`src/rtl/pipeline_v1r1_accum.sv`:
```
// pipeline_v1r1_accum
// Valid/ready pipeline stage that adds each accepted value into a running
// packet sum. The sum is cleared after the beat that carries i_last. Results
// pass through DEPTH register slices, with a one-entry skid buffer in front.
// o_ready, o_valid and the output data therefore all come from registers.
//
// Ports:
//   clock    - single clock, all logic on posedge
//   reset    - synchronous, active-high
//   i_value  - upstream data (VALUE_BITS)
//   i_last   - upstream end-of-packet, qualified by i_valid
//   i_valid  - upstream valid
//   o_ready  - registered ready to upstream
//   o_value  - accumulated result, forced to zero while o_valid=0
//   o_last   - i_last carried alongside its beat
//   o_valid  - registered valid to downstream
//   i_ready  - downstream ready
//   o_busy   - a beat is held in the skid buffer or in any stage
module pipeline_v1r1_accum #(
  parameter int VALUE_BITS = 8,
  parameter int STATE_BITS = 8,
  parameter int DEPTH      = 2
) (
  input  logic                  clock,
  input  logic                  reset,
  input  logic [VALUE_BITS-1:0] i_value,
  input  logic                  i_last,
  input  logic                  i_valid,
  output logic                  o_ready,
  output logic [VALUE_BITS-1:0] o_value,
  output logic                  o_last,
  output logic                  o_valid,
  input  logic                  i_ready,
  output logic                  o_busy
);

  localparam int SUM_BITS = ((VALUE_BITS > STATE_BITS) ? VALUE_BITS : STATE_BITS) + 1;

  logic [STATE_BITS-1:0] r_state;
  logic                  r_ready;
  logic                  r_skid_valid;
  logic [VALUE_BITS-1:0] r_skid_value;
  logic                  r_skid_last;
  logic [DEPTH:1]        r_stg_valid;
  logic [DEPTH:1]        r_stg_last;
  logic [VALUE_BITS-1:0] r_stg_value [1:DEPTH];

  logic                  w_accept;
  logic [SUM_BITS-1:0]   w_sum;
  logic [VALUE_BITS-1:0] w_n_value;
  logic [STATE_BITS-1:0] w_n_state;
  logic [DEPTH:1]        w_load;
  logic                  w_src_valid;
  logic [VALUE_BITS-1:0] w_src_value;
  logic                  w_src_last;
  logic                  w_skid_valid_next;
  logic                  w_skid_load;

  assign w_accept  = i_valid & r_ready;
  assign w_sum     = SUM_BITS'(i_value) + SUM_BITS'(r_state);
  assign w_n_value = w_sum[VALUE_BITS-1:0];
  assign w_n_state = i_last ? '0 : w_sum[STATE_BITS-1:0];

  // Stage k may load when it or any stage downstream of it has a hole, or
  // when the output is being taken. This makes bubbles collapse. Writing it
  // as a flat reduction keeps the chain free of combinational self-loops.
  generate
    for (genvar k = 1; k <= DEPTH; k++) begin : g_load
      assign w_load[k] = i_ready | ~(&r_stg_valid[DEPTH:k]);
    end
  endgenerate

  // Stage 0 is the head-of-line beat. A held skid entry is older than the
  // incoming beat, so it goes first.
  assign w_src_valid = r_skid_valid | w_accept;
  assign w_src_value = r_skid_valid ? r_skid_value : w_n_value;
  assign w_src_last  = r_skid_valid ? r_skid_last  : i_last;

  // An accepted beat lands in the skid when it cannot go straight into stage 1.
  assign w_skid_load       = w_accept & (r_skid_valid | ~w_load[1]);
  assign w_skid_valid_next = w_skid_load | (r_skid_valid & ~w_load[1]);

  always_ff @(posedge clock) begin
    if (reset) begin
      r_state      <= '0;
      r_ready      <= 1'b0;
      r_skid_valid <= 1'b0;
      r_skid_value <= '0;
      r_skid_last  <= 1'b0;
      r_stg_valid  <= '0;
      r_stg_last   <= '0;
      for (int k = 1; k <= DEPTH; k++) begin
        r_stg_value[k] <= '0;
      end
    end else begin
      if (w_accept) begin
        r_state <= w_n_state;
      end
      // Ready looks one cycle ahead. A beat accepted on the edge that fills
      // the skid is still safe, because that beat is the one that fills it.
      r_ready      <= ~w_skid_valid_next;
      r_skid_valid <= w_skid_valid_next;
      if (w_skid_load) begin
        r_skid_value <= w_n_value;
        r_skid_last  <= i_last;
      end
      if (w_load[1]) begin
        r_stg_valid[1] <= w_src_valid;
        r_stg_value[1] <= w_src_value;
        r_stg_last[1]  <= w_src_last;
      end
      for (int k = 2; k <= DEPTH; k++) begin
        if (w_load[k]) begin
          r_stg_valid[k] <= r_stg_valid[k-1];
          r_stg_value[k] <= r_stg_value[k-1];
          r_stg_last[k]  <= r_stg_last[k-1];
        end
      end
    end
  end

  assign o_ready = r_ready;
  assign o_valid = r_stg_valid[DEPTH];
  assign o_value = r_stg_value[DEPTH] & {VALUE_BITS{r_stg_valid[DEPTH]}};
  assign o_last  = r_stg_last[DEPTH] & r_stg_valid[DEPTH];
  assign o_busy  = r_skid_valid | (|r_stg_valid);

endmodule
```
`config.mk`:
```
export PLATFORM = sky130hd
export DESIGN_NAME = pipeline_v1r1_accum
export DESIGN_NICKNAME = d
export VERILOG_FILES = /design/src/rtl/pipeline_v1r1_accum.sv
export SDC_FILE = /design/constraint.sdc
export NUM_CORES = 1
export LEC_CHECK = 0
export ABC_AREA = 1
export CAP_MARGIN = 40
export CORE_MARGIN = 4
export CORE_UTILIZATION = 38
export CTS_CLUSTER_DIAMETER = 150
export DETAILED_ROUTE_END_ITERATION = 16
export GPL_TIMING_DRIVEN = 0
export SETUP_SLACK_MARGIN = 0.2
export SYNTH_ARGS = -nofsm -noshare
export SYNTH_HDL_FRONTEND = slang
export SYNTH_SLANG_ARGS = --single-unit
```
`constraint.sdc`:
```
create_clock -name clock -period 2.2 [get_ports clock]
set_input_delay 0.66 -clock clock [delete_from_list [all_inputs] [get_ports clock]]
set_output_delay 0.66 -clock clock [all_outputs]
set_load 0.005 [all_outputs]
```
**Word-level counts from Yosys, hierarchy flattened**

Memories as Yosys holds them, arrays and structs flattened.
Index checks and enable logic that the tools add are counted.

- Flip-flop bits (word level): 23
- Word-level logic and storage cells: 43
- Input port bits: 13
- Memories: 1
- Bits in writable memories: 16

Memories:

| memory | words | width | rd ports | clocked after Yosys merged registers in | wr ports | RTL line | text |
|---|---|---|---|---|---|---|---|
| r_stg_value | 2 | 8 | 2 | 0 | 2 | 46 | `logic [VALUE_BITS-1:0] r_stg_value [1:DEPTH];` |

- Muxes and demuxes: 13
- Add/subtract/negate cells: 1
- Reduce and logical (&&, ||, !) cells: 2
- Bitwise logic cells: 17

Operators by type and width:

| cell | count |
|---|---|
| $mux 8 | 4 |
| $mux 1 | 9 |
| $add 8x8->8 | 1 |
| $and 8x8->8 | 1 |
| $or 1x1->1 | 8 |
| $and 1x1->1 | 4 |
| $not 1->1 | 4 |
| $reduce_and 2->1 | 1 |
| $reduce_or 2->1 | 1 |

**Depth between registers and ports, before layout**

- Depth in word-level cells: 8
- Depth in mapped cells: 10
- Gate-level depth less buffers: 10

**Worst setup path before layout**

OpenSTA, ideal clock, no wires.

- Kind: input to register
- From: in i_value[0]
- To: mem r_stg_value[1][4] (data pin)
- Required time: 1.945 ns
- Setup time: 0.255 ns
- Data arrival time: 1.825 ns
- Setup slack: 0.119 ns
- Buffers on the path: 0
- Stages on the path: 9
- Cells stage by stage: ha_1 -> fa_1 -> nand2_1 -> nand3_1 -> nand2_1 -> nand2_1 -> and2_1 -> o21ai_0 -> inv_1

RTL lines:

| element | RTL line | text |
|---|---|---|
| from (decl) | 26 | `input logic [VALUE_BITS-1:0] i_value,` |
| to (decl) | 46 |  |

**Worst setup path after layout**

- From: reg r_stg_valid[2] in the netlist's numbering
- To: out o_value[4]

- Longest elaborated chain between the ends: 1

Ends and longest elaborated chain:

| element | RTL line | text |
|---|---|---|
| from (decl) | 44 | `logic [DEPTH:1] r_stg_valid;` |
| from (signal, indexed assignment) | 114 | `r_stg_valid[k] <= r_stg_valid[k-1];` |
| $and 8x8->8 | 124 | `assign o_value = r_stg_value[DEPTH] & {VALUE_BITS{r_stg_valid[DEPTH]}};` |
| to (decl) | 30 | `output logic [VALUE_BITS-1:0] o_value,` |

No other way between the ends.

==> results.sh <==
export IMPL_synth_warnings=0
export IMPL_synth_xor_area_frac=0.00871
export IMPL_p_leak_uw=0.00132
export IMPL_fin_tns_setup_ns=0
export IMPL_whs_ns=0.474
export IMPL_synth_compound_area_frac=0.104
export IMPL_synth_top_family_by_area="simple AND/OR/NAND/NOR gates"
export IMPL_htree_levels=2
export IMPL_die_area_sq_um=6520
export IMPL_antenna_found_initial=0
export IMPL_rsz0062_at_grt="yes"
export IMPL_yosys_area_top_type_share=0.239
export IMPL_netlist_area_sq_um=2010
export IMPL_critPathMaxFanout=5
export IMPL_antenna_cells=0
export IMPL_routed_wl_microns=3950
export IMPL_path_clk_slew_ns=0.08
export IMPL_maxCapViolCount=0
export IMPL_fin_skew_ns=0.00642
export IMPL_fin_cells=366
export IMPL_ys_ff_latch=39
export IMPL_endpoint_kind="primary output"
export IMPL_status="finished, final reports clean"
export IMPL_io_pin_count=25
export IMPL_drt_pass1_iterations=4
export IMPL_setup_viol=0
export IMPL_clock_sinks=39
export IMPL_hold_start="r_skid_last"
export IMPL_detail_route_wl_per_cell_microns=10.8
export IMPL_synth_mux_area_frac=0
export IMPL_worst_ir_drop_vdd_mv=0.274
export IMPL_hold_viol=0
export IMPL_synth_cells=257
export IMPL_critical_path_class="reg -> out"
export IMPL_clk_latency_ns=0.29
export IMPL_fp_dieH_microns=80.8
export IMPL_initialDrtViolationCount=52
export IMPL_crit_path_start_kind="flop"
export IMPL_synth_edf_count=16
export IMPL_syn_nets=278
export IMPL_overflow=0
export IMPL_cp_required_ns=1.54
export IMPL_fin_nets=316
export IMPL_cts_inserted_buffers=5
export IMPL_placed_area_sq_um=2350
export IMPL_async_flop_share=0
export IMPL_slew_viol_final=0
export IMPL_timing_rr_end="r_stg_value[1][4]"
export IMPL_synthSimpleGateAreaFrac=0.252
export IMPL_layout_area_overhead_vs_synth_pct=32.4
export IMPL_finalCritPeriodShare=0.912
export IMPL_critPathArrivalTime_ns=1.35
export IMPL_ant_nets=0
export IMPL_clk_path_buf_depth=2
export IMPL_synth_distinct_cells=33
export IMPL_hpwl_microns=2770
export IMPL_grt_pass1_vias=1466
export IMPL_drt_vias_per_instance=4.51
export IMPL_r2r_start="r_state[0]"
export IMPL_power_density_nw_per_um2=595
export IMPL_maxSlewHeadroom=0.663
export IMPL_synth_ff_type="dfxtp_1"
export IMPL_period_needed_ns=2.01
export IMPL_crit_path_end="o_value[4]"
export IMPL_grt_max_degree=14
export IMPL_reg2reg_slack_ns=0.47
export IMPL_drive_gt1_frac=0.186
export IMPL_synth_area_leaders="edfxtp_1 24%, dfxtp_1 23%, nand2_1 11%"
export IMPL_cts_tree="built"
export IMPL_initial_core_util=0.394
export IMPL_yosysTopAreaCell="edfxtp_1"
export IMPL_fin_util=0.522
export IMPL_ctsRootBufferMaster="clkbuf_8"
export IMPL_vias=1652
export IMPL_fin_area_sq_um=2660
export IMPL_grt_pass1_wl_microns=6520
export IMPL_tightest_slew_ns=0.506
export IMPL_place_inst=350
export IMPL_std_cell_rows=26
export IMPL_synthAdderAreaFrac=0.0535
export IMPL_cp_startpoint="r_stg_valid[2]"
export IMPL_die_w_microns=80.8
export IMPL_holdBufCountCts=0
export IMPL_reg2regPathDepth=9
export IMPL_fmax_mhz=498
export IMPL_design_core_area_sq_um=5110
export IMPL_grtUsageTotal=0.130
export IMPL_avgSynthCellArea_sq_um=7.83
export IMPL_remaining_drc_errors=0
export IMPL_gp_congestion=0.835
export IMPL_hp_class="reg -> reg"
export IMPL_buffer_ports_inserted=23
export IMPL_seq_area_frac_synth=0.468
cells by family (layout without fill, tap and decap cells):
logic type	after synthesis	in the layout
DFF	39	39
buffers and inverters	55	94
AOI/OAI and AO/OA	36	36
and+or+nand+nor	117	117
adders and majority gates	8	8
xor gates and xnor gates	2	2
repair_timing:
| item | in CTS | in global routing |
|---|---|---|
| pin swaps | 5 | 7 |
| setup buffers | 6 | 1 |
| endpoints found under the setup margin | 22 | 17 |
| cloned | 0 | 1 |
| resized for setup | 19 | 19 |
layer usage:
| metal | vias to the layer above | routed length [microns] | global-route usage |
|---|---|---|---|
| met4 | 0 | 56 | 0.0456 |
| li1 | 887 | - | - |
| met3 | 6 | 172 | 0.0344 |
| met2 | 31 | 1980 | 0.231 |
| met1 | 728 | 1740 | 0.151 |
| met5 | - | 0 | 0 |
power breakdown:
part	leakage (uW)	switching (uW)	internal, uW
clock network	0.0000581	251	337
registers	0.000375	12.7	785
logic	0.000887	109	89.8
layout make-up:
type / instances / area, sq um
Fill cell: 496 / 2440
Multi-Input combinational cell: 163 / 982
Sequential cell: 39 / 942
Timing Repair Buffer: 31 / 298
Inverter: 48 / 183
Tap cell: 70 / 87.6
Clock buffer: 5 / 68.8
Buffer: 7 / 58.8
Clock inverter: 3 / 43.8
stage by stage:
step | power, uW | setup WS [ns]
after floorplan | 925 | 0.230
after global placement | 984 | -0.372
after detailed placement | 987 | -0.395
after CTS | 1600 | 0.182
after global routing | 1660 | 0.120
final | 1590 | 0.193
worst min-delay path by stage:
stage / endpoint / slack, ns / cells past startpoint
detailed placement: r_state[3] / 0.46 / 2
floorplan: r_stg_last[1] / 0.45 / 2
finish: r_skid_last / 0.47 / 2
global placement: r_state[5] / 0.46 / 2
CTS: r_skid_last / 0.48 / 2
global route: r_skid_last / 0.52 / 2
synth_stat cells, drive strengths merged, types with 6 or more instances:
| master | n |
|---|---|
| a21oi | 23 |
| buf | 6 |
| dfxtp | 23 |
| edfxtp | 16 |
| ha | 7 |
| inv | 47 |
| nand2 | 63 |
| nand3 | 22 |
| nor2 | 28 |
| o21ai | 10 |
critical path: stages (launching register included):
cell and delay [ns]:
dfxtp_2 0.35, buf_4 0.14, nand2_1 0.05, inv_1 0.04, clkdlybuf4s50_1 0.48
flip-flops by register name, indices dropped and copies added (netlist names):
signal,flops
o_ready,1
r_skid_value,8
r_skid_valid,1
r_stg_last,2
r_stg_valid,2
r_stg_value,16
r_state,8
r_skid_last,1
placed cells by master, fill, tap and decap left out, drive strengths merged:
master          n
nand2          63
inv            47
nor2           28
dfxtp          23
a21oi          23
nand3          22
edfxtp         16
buf            14
clkdlybuf4s50  13
o21ai          10
ha              7
clkbuf          7
dlymetal6s2s    6
clkinv          3
dlygate4sd2     2
or2             1
nand3b          1
and2            1
nor2b           1
xor2            1
xnor2           1
a31oi           1
o32ai           1
a211oi          1
fa              1
bufinv          1
clkdlybuf4s15   1
No activity file was read; power rests on OpenSTA's default activity.
